[config.mk]
export PLATFORM = sky130hd
export DESIGN_NAME = decoder_2a4_seq
export DESIGN_NICKNAME = d
export VERILOG_FILES = /design/src/rtl/decoder_2a4_seq.sv
export SDC_FILE = /design/constraint.sdc
export NUM_CORES = 1
export LEC_CHECK = 0
export BUFFER_PORTS_ARGS = -buffer_cell sky130_fd_sc_hd__buf_2
export CAP_MARGIN = 15
export CORE_UTILIZATION = 55
export CTS_CLUSTER_DIAMETER = 50
export CTS_CLUSTER_SIZE = 30
export DETAILED_ROUTE_END_ITERATION = 8
export MAX_ROUTING_LAYER = met4
export PLACE_DENSITY = 0.88
export REMOVE_ABC_BUFFERS = 1
export SLEW_MARGIN = 10
export SYNTH_ARGS = -nofsm -noshare
export SYNTH_HDL_FRONTEND = slang
export SYNTH_SLANG_ARGS = --single-unit
[constraint.sdc]
create_clock -name clk -period 2.3 [get_ports clk]
set_clock_uncertainty 0.1 [all_clocks]
set_input_delay 0 -clock clk [delete_from_list [all_inputs] [get_ports clk]]
set_output_delay 0 -clock clk [all_outputs]
set_load 0.02 [all_outputs]
[src/rtl/decoder_2a4_seq.sv]
// Sequential 2-to-4 decoder: accepts a 2-bit code over valid/ready,
// drives the one-hot line for HOLD cycles, then idles for GAP cycles.
//
// Ports:
//   clk    rising-edge clock
//   rst_n  asynchronous active-low reset
//   y      code to decode (n drives x[n])
//   v      code valid, accepted only while rdy=1
//   clr    synchronous clear of drops
//   rdy    block can accept a code this cycle (decoded from state)
//   x      registered one-hot output, zero when inactive
//   act    registered flag: x carries a valid one-hot value
//   drops  registered saturating count of v=1 cycles refused
module decoder_2a4_seq #(
    parameter int HOLD = 4,
    parameter int GAP  = 1
) (
    input  logic       clk,
    input  logic       rst_n,
    input  logic [1:0] y,
    input  logic       v,
    input  logic       clr,
    output logic       rdy,
    output logic [3:0] x,
    output logic       act,
    output logic [7:0] drops
);

    typedef enum logic [1:0] {
        S_IDLE = 2'd0,
        S_HOLD = 2'd1,
        S_GAP  = 2'd2
    } state_t;

    // Counter load values; the counter runs down to zero, so a
    // phase of N cycles loads N-1.
    localparam logic [7:0] HOLD_LD = 8'(HOLD - 1);
    localparam logic [7:0] GAP_LD  = (GAP > 0) ? 8'(GAP - 1) : 8'd0;

    state_t     state_q, state_d;
    logic [7:0] cnt_q, cnt_d;
    logic [1:0] code_q, code_d;
    logic [3:0] x_q, x_d;
    logic       act_q, act_d;
    logic [7:0] drops_q, drops_d;

    // Ready depends on the state register only, never on v.
    assign rdy   = (state_q == S_IDLE);
    assign x     = x_q;
    assign act   = act_q;
    assign drops = drops_q;

    always_comb begin
        state_d = state_q;
        cnt_d   = cnt_q;
        code_d  = code_q;
        case (state_q)
            S_IDLE: begin
                if (v) begin
                    code_d  = y;
                    cnt_d   = HOLD_LD;
                    state_d = S_HOLD;
                end
            end
            S_HOLD: begin
                if (cnt_q != 8'd0) begin
                    cnt_d = cnt_q - 8'd1;
                end else if (GAP > 0) begin
                    cnt_d   = GAP_LD;
                    state_d = S_GAP;
                end else begin
                    state_d = S_IDLE;
                end
            end
            S_GAP: begin
                if (cnt_q != 8'd0) begin
                    cnt_d = cnt_q - 8'd1;
                end else begin
                    state_d = S_IDLE;
                end
            end
            default: begin
                cnt_d   = 8'd0;
                state_d = S_IDLE;
            end
        endcase
    end

    // Outputs are registered from the next state so that x and act
    // line up with the state they describe, one cycle after accept.
    always_comb begin
        act_d = (state_d == S_HOLD);
        x_d   = 4'b0000;
        if (act_d) begin
            x_d = 4'b0001 << code_d;
        end
    end

    // Clear beats a simultaneous refusal; the count never wraps.
    always_comb begin
        drops_d = drops_q;
        if (clr) begin
            drops_d = 8'd0;
        end else if (v && !rdy && drops_q != 8'hFF) begin
            drops_d = drops_q + 8'd1;
        end
    end

    always_ff @(posedge clk or negedge rst_n) begin
        if (!rst_n) begin
            state_q <= S_IDLE;
            cnt_q   <= 8'd0;
            code_q  <= 2'd0;
            x_q     <= 4'b0000;
            act_q   <= 1'b0;
            drops_q <= 8'd0;
        end else begin
            state_q <= state_d;
            cnt_q   <= cnt_d;
            code_q  <= code_d;
            x_q     <= x_d;
            act_q   <= act_d;
            drops_q <= drops_d;
        end
    end

endmodule

Word-level counts from Yosys, hierarchy flattened

Index checks and enable logic that the tools add are counted.

$add $sub $neg: 2
Shift-type cells: 1
Equal/unequal tests: 6
Multiplexer cells: 13
Reduce and logical (&&, ||, !) cells: 7

Operators by type and width:

| cell                  | count |
|---|---|
| $mux W8               | 5 |
| $pmux W8 S3           | 1 |
| $mux W2               | 5 |
| $add A8 B1 Y8 const B | 1 |
| $ne A8 B8 Y1 const B  | 1 |
| $reduce_bool A8 Y1    | 1 |
| $sub A8 B1 Y8 const B | 1 |
| $pmux W2 S3           | 1 |
| $eq A2 B1 Y1 const B  | 2 |
| $mux W4               | 1 |
| $ne A2 B2 Y1 const B  | 2 |
| $shl A1 B2 Y4 const A | 1 |
| $eq A2 B2 Y1 const B  | 1 |
| $logic_and A1 B1 Y1   | 2 |
| $logic_not A2 Y1      | 1 |
| $reduce_and A2 Y1     | 1 |
| $reduce_bool A2 Y1    | 1 |
| $logic_not A1 Y1      | 1 |

Flip-flop bits (word level): 25
Logic and storage cells: 35

Longest topological paths before layout

Gate-level depths: netlist of the first run.

Depth after elaboration: 6
Depth in mapped cells: 6

Worst setup path after synthesis of the first run

No wires, ideal clock.

Path type: flip-flop to flip-flop
Start point: reg cnt_q[0]
End point: reg cnt_q[4]
Stages on the path, launching flop included: 7
Buffers on the path: 0
Required time: 2.053 ns
Period minus slack after synthesis: 1.937 ns
Arrival: 1.690 ns
Setup time: 0.147 ns
Path slack: 0.363 ns
Cell sequence: dfrtp_1 -> inv_1 -> ha_1 -> or3b_2 -> o311ai_4 -> or3_2 -> a21oi_1

Longest elaborated chain between the ends: 3

RTL lines:

| what                                                | RTL line | text |
|---|---|---|
| start, declared                                     | 41       | `logic [7:0] cnt_q, cnt_d;` |
| start signal, assigned                              | 119      | `cnt_q <= cnt_d;` |
| $sub A8 B1 Y8 or $reduce_bool A8 Y1 (tied branches) | -        |  |
| $mux W8, or another cell as far along               | 76       | `if (cnt_q != 8'd0) begin` |
| $pmux W8 S3 or $reduce_and A2 Y1 (tied branches)    | -        |  |

Several ways; a longest one is shown, not always the timed one. The select of a mux whose other input is x is not followed.
A chain may end at the register's enable or synchronous reset.

Final worst setup path of the first run

Start point: reg cnt_q[0]
End point: reg cnt_q[0]

The elaborated chain is that of the path after synthesis.

==> results of run 1 <==
what timing repair did:
| item | 4_1_cts | 5_1_grt |
|---|---|---|
| resized for setup | 0 | 0 |
| hold buffers | 5 | 0 |
| hold endpoints to repair | 40 | 0 |
| setup endpoints to repair | 0 | 1 |
state kept, by name (all words and copies together) (netlist names):
signal,count
cnt_q,8
drops,8
x,4
code_q,2
state_q,2
act,1
final cells by class:
type | count | area, sq um | share of cell area (%)
Inverter | 4 | 15.01 | 0.9967
Tap cell | 28 | 35.03 | 2.326
Multi-Input combinational cell | 96 | 644.4 | 42.77
Timing Repair Buffer | 26 | 160.2 | 10.63
Sequential cell | 25 | 625.6 | 41.53
Clock buffer | 4 | 26.28 | 1.744
cell families (layout without fill, tap and decap cells):
| group | count (synthesis) | after routing | synth area share [%] |
|---|---|---|---|
| multiplexers | 3 | 3 | 2.385 |
| XOR/XNOR | 5 | 5 | 3.340 |
| buffers and inverters | 9 | 34 | 3.148 |
| adder cells (fa/ha/maj) | 3 | 3 | 2.863 |
| flip-flops | 25 | 25 | 47.71 |
| AO/OA/AOI/OAI | 33 | 33 | 18.04 |
| AND/OR/NAND/NOR | 52 | 52 | 22.52 |
per-stage QoR:
| stage | utilization [%] | power, mW | area [sq um] | setup WS [ns] |
|---|---|---|---|---|
| 2_1_floorplan | - | 1.256 | 1285 | 0.3628 |
| 6_report | 67.45 | 1.703 | 1506 | 0.1833 |
| 5_1_grt | 67.45 | 1.838 | 1506 | 0.03122 |
| 3_3_place_gp | 64.03 | 1.440 | 1430 | 0.3320 |
| 3_5_place_dp | 64.03 | 1.494 | 1430 | 0.2212 |
| 4_1_cts | 67.45 | 1.699 | 1506 | 0.1902 |
routing by layer:
metal	vias to the layer above	global-route usage (%)
met2	31	39.11
met5	-	-
li1	531	-
met1	535	31.45
met3	4	3.274
met4	0	11.11
synth_stat cells (2+ instances only):
| master | n | area [sq um] |
|---|---|---|
| dfrtp_1 | 25 | 625.6 |
| a311oi_1 | 2 | 17.52 |
| nand2b_1 | 3 | 18.77 |
| a211oi_1 | 2 | 15.01 |
| nor4_1 | 2 | 12.51 |
| o32ai_1 | 2 | 17.52 |
| mux2i_1 | 2 | 20.02 |
| clkbuf_1 | 3 | 11.26 |
| or4_1 | 5 | 37.54 |
| ha_1 | 3 | 37.54 |
| or3b_2 | 2 | 17.52 |
| a21oi_1 | 10 | 50.05 |
| o21ai_0 | 7 | 35.03 |
| inv_1 | 4 | 15.01 |
| o41ai_1 | 2 | 17.52 |
| nor3_1 | 2 | 10.01 |
| or3_1 | 3 | 18.77 |
| nor2_1 | 18 | 67.56 |
| xnor2_1 | 3 | 26.28 |
| nand3_1 | 4 | 20.02 |
| xor2_1 | 2 | 17.52 |
| nand2_1 | 4 | 15.01 |
power by group:
part | leakage [nW] | internal [mW] | total (mW) | switching [mW]
Combinational | 0.352 | 0.332 | 0.794 | 0.462
Sequential | 0.322 | 0.571 | 0.715 | 0.145
Clock | 0.0150 | 0.0678 | 0.193 | 0.126
Total | 0.690 | 0.970 | 1.70 | 0.732
placed cells by master, fill, tap and decap left out, types with 2 or more instances in the layout:
cell type / n
dfrtp_1: 25
buf_2: 19
nor2_1: 18
a21oi_1: 10
o21ai_0: 7
or4_1: 5
dlygate4sd3_1: 5
inv_1: 4
nand2_1: 4
nand3_1: 4
nand2b_1: 3
xnor2_1: 3
or3_1: 3
ha_1: 3
clkbuf_4: 3
or3b_2: 2
mux2i_1: 2
nor4_1: 2
a311oi_1: 2
xor2_1: 2
nor3_1: 2
o41ai_1: 2
o32ai_1: 2
a211oi_1: 2
buf_4: 2
worst max-delay path, delay by kind of cell, from the launching register on:
family | cells | cell delay [ns]
compound gates | 3 | 0.64
flops | 1 | 0.46
fa+ha+maj | 1 | 0.16
simple gates | 1 | 0.54
buf+inv | 1 | 0.10
path summary, 6_finish.rpt:
path                              end  slack (ns)  depth (start not counted)
max                          cnt_q[0]        0.18                          6
min                        state_q[0]        0.08                          2
max reg2reg                  cnt_q[0]        0.18                          6
min reg2reg                 code_q[1]        0.43                          1
max in group asynchronous    drops[3]        1.65                          2
min in group clk             drops[1]        0.38                          3
==> flow_metrics.env, run 1 <==
export IMPL_slowest_delay_ns=0.54
export IMPL_routedWlPerCell_microns=14.77
export IMPL_layout_drive_gt1_share_pct=22.58
export IMPL_ios=20
export IMPL_die_h_microns=50.83
export IMPL_synth_ff_type="dfrtp_1"
export IMPL_wl_met1_microns=1251
export IMPL_drv_slew=0
export IMPL_vias_per_cell=6.016
export IMPL_die_area_sq_mm=0.002583
export IMPL_vias=1101
export IMPL_htree_levels=1
export IMPL_clock_sinks=25
export IMPL_worstPathMaxFanout=6
export IMPL_die_w_microns=50.83
export IMPL_ant_nets=0
export IMPL_rsz0062_at_grt="no"
export IMPL_layout_nets=165
export IMPL_maxCapViolations=0
export IMPL_period_needed_ns=2.117
export IMPL_synth_edf_count=0
export IMPL_antennaDiodeCount=0
export IMPL_critical_path_arrival_ns=2.22
export IMPL_peakVddDrop_uv=753.2
export IMPL_dp_cells=174
export IMPL_power_leakage_nw=0.6896
export IMPL_fill_cells=182
export IMPL_synth_area_sq_mm=0.001311
export IMPL_power_per_cell_area_mw_per_mm2=1130
export IMPL_core_region_area_sq_mm=0.002233
export IMPL_ys_seq_elements=25
export IMPL_initial_core_util_pct=58.71
export IMPL_worstHoldPathType="input port to asynchronous set/reset pin"
export IMPL_drc=0
export IMPL_routed_wl_microns=2702
export IMPL_criticalPathCategory="flop to flop"
export IMPL_status="completed"
export IMPL_final_period_utilization_pct=92.03
export IMPL_crit_start="cnt_q[0]"
export IMPL_fin_cells=183
export IMPL_worstPathRequired_ns=2.40
export IMPL_firstDrtPassIters=4
export IMPL_cp_start_kind="flop"
export IMPL_setup_viol_count_final=0
export IMPL_cts_root_buf="clkbuf_4"
export IMPL_synthCells=130
export IMPL_reg2reg_from="cnt_q[0]"
export IMPL_maxSlewHeadroom_pct=62.69
export IMPL_row_count=17
export IMPL_cts_setup_buffers=0
export IMPL_cp_slowest_cell="or3b_2"
export IMPL_hold_ws_ns=0.07857
export IMPL_worst_slew_pin_slew_ns=0.5539
export IMPL_timing_fmax_mhz=472.4
export IMPL_dpl_hpwl_microns=1915
export IMPL_grt_start_max_net_pins=26
export IMPL_antenna_found_initial=0
export IMPL_ys_warn_count=0
export IMPL_hold_viol=0
export IMPL_met2_length_microns=1329
export IMPL_gp_congestion=0.9075
export IMPL_worstPathCellList="inv_1 > ha_1 > or3b_2 > o21ai_0 > o221a_2 > o32ai_1"
export IMPL_worstSkewPairLatency_ns=0.32
export IMPL_fin_setup_tns_ns=0
export IMPL_synth_cell_types=42
export IMPL_endpoint_kind="flop"
export IMPL_ys_seq_area_share_pct=47.71
export IMPL_drt_iter0_drc=23
export IMPL_area_growth_pct=14.89
export IMPL_synthArstFlopShare_pct=100.0
export IMPL_grt_pass1_wl_microns=4623
export IMPL_cts_clk_slew_worst_paths_ns=0.13
export IMPL_portBuffers=19
export IMPL_grtUsageTotal_pct=24.57
export IMPL_highest_layer="met4"
export IMPL_wl_met3_microns=86
export IMPL_gr_total_overflow=0
export IMPL_clockBufferDepth=2
export IMPL_grt_pass1_vias=1049
export IMPL_cts_tree="built"
export IMPL_numCtsBuffers=3
export IMPL_syn_area_per_cell_sq_um=10.09
Power figures use the tool's default switching activity.
==> inputs of run 2 (changes only) <==
Settings changed: MAX_ROUTING_LAYER met4 to unset.
Clock period 2.3 ns to 2.2 ns, I/O delays scaled along.
==> run 2 against run 1 <==
Net effect:
- count of clock-buffer cells in the layout decreased by 1
- critical path depth unchanged
- fmax increased by 0.51%
- setup slack got worse by 0.089 ns
- design area increased by 1.3%
- clock power increased by 8%
- via count decreased by 0.73%
- critical endpoint is now cnt_q[5]
==> flow_metrics.env, run 2 (synthesis results as in run 1) <==
export IMPL_status="completed"
export IMPL_setup_viol_count_final=0
export IMPL_grtUsageTotal_pct=24.92
export IMPL_vias=1093
export IMPL_layout_nets=167
export IMPL_clockBufferDepth=2
export IMPL_mostFrequentLayoutCell="dfrtp_1"
export IMPL_clockPowerShare_pct=11.4
export IMPL_drc=0
export IMPL_rsz0062_at_grt="no"
export IMPL_dpl_hpwl_microns=1954
export IMPL_final_cell_mix="dfrtp_1 (25), buf_2 (19), nor2_1 (18)"
export IMPL_antennaDiodeCount=0
export IMPL_maxSlewHeadroom_pct=59.34
export IMPL_clock_sinks=25
export IMPL_numCtsBuffers=3
export IMPL_grt_pass1_vias=1035
export IMPL_die_h_microns=50.83
export IMPL_p_seq_share_pct=40.5
export IMPL_worstHoldPathType="input port to asynchronous set/reset pin"
export IMPL_layout_drive_gt1_share_pct=24.20
export IMPL_worstSkewPairLatency_ns=0.32
export IMPL_maxCapViolations=0
export IMPL_initial_core_util_pct=58.71
export IMPL_r2r_cells=6
export IMPL_ios=20
export IMPL_worst_slew_pin_slew_ns=0.6036
export IMPL_switchingPower_mw=0.7775
export IMPL_drv_slew=0
export IMPL_switching_share_pct=42.77
export IMPL_cts_root_buf="clkbuf_4"
export IMPL_hold_viol=0
export IMPL_reg2reg_from="cnt_q[0]"
export IMPL_drt_iter0_drc=15
export IMPL_worstPathRequired_ns=2.36
export IMPL_htree_levels=1
export IMPL_cts_tree="built"
export IMPL_core_region_area_sq_mm=0.002233
export IMPL_portBuffers=19
export IMPL_fin_cells=185
export IMPL_worstPathMaxFanout=6
export IMPL_endpoint_kind="flop"
export IMPL_cp_start_kind="flop"
export IMPL_antenna_found_initial=0
export IMPL_grt_pass1_wl_microns=4781
export IMPL_die_w_microns=50.83
export IMPL_firstDrtPassIters=4
export IMPL_period_needed_ns=2.106
export IMPL_r2r_end="cnt_q[5]"
export IMPL_fill_cells=169
export IMPL_rrSetupSlack_ns=0.09
export IMPL_p_comb_share_pct=48.0
export IMPL_grt_start_max_net_pins=26
export IMPL_timing_fmax_mhz=474.8
export IMPL_power_per_cell_area_mw_per_mm2=1191
export IMPL_gr_total_overflow=0
export IMPL_p_int_mw=1.040
export IMPL_row_count=17
export IMPL_area_growth_pct=16.41
export IMPL_ant_nets=0
export IMPL_peakVddDrop_uv=763.7
export IMPL_routedWlPerCell_microns=14.87
export IMPL_hold_ws_ns=0.06519
export IMPL_vias_per_cell=5.908
export IMPL_power_leakage_nw=0.7043
export IMPL_final_period_utilization_pct=95.73
export IMPL_cts_clk_slew_worst_paths_ns=0.13
export IMPL_fin_setup_tns_ns=0
export IMPL_critical_path_arrival_ns=2.27
export IMPL_dp_cells=176
export IMPL_criticalPathCategory="flop to flop"
export IMPL_routed_wl_microns=2751
export IMPL_die_area_sq_mm=0.002583
export IMPL_gp_congestion=0.8977
==> run 2: cell count changes in the layout (fill, tap and decap cells not counted) <==
cell / previous run / this run
o21ai_1: 1 / 2
a2111oi_1: 0 / 1
or3b_4: 0 / 1
clkbuf_1: 1 / 0
or3b_2: 2 / 1
buf_4: 2 / 4
a2111oi_0: 1 / 0
o21ai_0: 7 / 6
clkinv_2: 0 / 1
==> run 2: worst max-delay path: stages (launching register included) <==
cell and delay (ns):
dfrtp_1 0.45, inv_1 0.10, ha_1 0.22, or3b_4 0.29, nor3_4 0.07, or4b_2 0.65, a21oi_1 0.16
==> run 2: stage by stage <==
| step | worst slack [ns] | total power [mW] | utilization (%) | cell area [sq um] |
|---|---|---|---|---|
| floorplan | 0.2628 | 1.314 | - | 1285 |
| finish | 0.09405 | 1.818 | 68.35 | 1526 |
| global route | 0.004601 | 1.961 | 68.35 | 1526 |
| detailed placement | 0.1488 | 1.600 | 64.71 | 1445 |
| CTS | 0.1004 | 1.812 | 68.18 | 1523 |
| global placement | 0.2310 | 1.531 | 64.71 | 1445 |
==> run 2: power groups by stage <==
stage / Combinational [mW] / Sequential, mW / Clock [mW]
4_1_cts: 0.868 / 0.733 / 0.211
3_5_place_dp: 0.855 / 0.745 / 0
6_report: 0.873 / 0.737 / 0.208
2_1_floorplan: 0.549 / 0.764 / 0
3_3_place_gp: 0.800 / 0.730 / 0
5_1_grt: 0.972 / 0.760 / 0.229
==> run 2: repair_timing <==
action / in CTS / in global routing
buffers inserted: 0 / 0
setup endpoints to repair: 0 / 4
endpoints found under the hold margin: 40 / 0
gates resized for setup: 0 / 3
hold buffers: 5 / 0
==> run 2: layout make-up <==
cell class,count,area (sq um),share of cell area [%]
Tap cell,28,35.03,2.295
Multi-Input combinational cell,96,648.1,42.46
Sequential cell,25,625.6,40.98
Timing Repair Buffer,28,175.2,11.48
Clock buffer,3,22.52,1.475
Clock inverter,1,5.005,0.3279
Inverter,4,15.01,0.9836
==> run 2: how the worst max path moves through the flow <==
| stage | slack [ns] | endpoint | startpoint |
|---|---|---|---|
| after floorplan | 0.26 | cnt_q[4] | cnt_q[0] |
| after global placement | 0.23 | cnt_q[2] | cnt_q[0] |
| after detailed placement | 0.15 | cnt_q[4] | cnt_q[0] |
| after CTS | 0.10 | cnt_q[5] | cnt_q[0] |
| after global routing | 0.005 | drops[4] | state_q[0] |
| final | 0.09 | cnt_q[5] | cnt_q[0] |
==> run 2: metal layers <==
| metal | share of wire, % | vias up | global-route usage (%) |
|---|---|---|---|
| met5 | 0 | - | 0 |
| met4 | 1.4 | 0 | 8.333 |
| met3 | 5.0 | 4 | 5.357 |
| met2 | 47 | 32 | 39.78 |
| met1 | 46 | 519 | 33.66 |
| li1 | - | 538 | - |
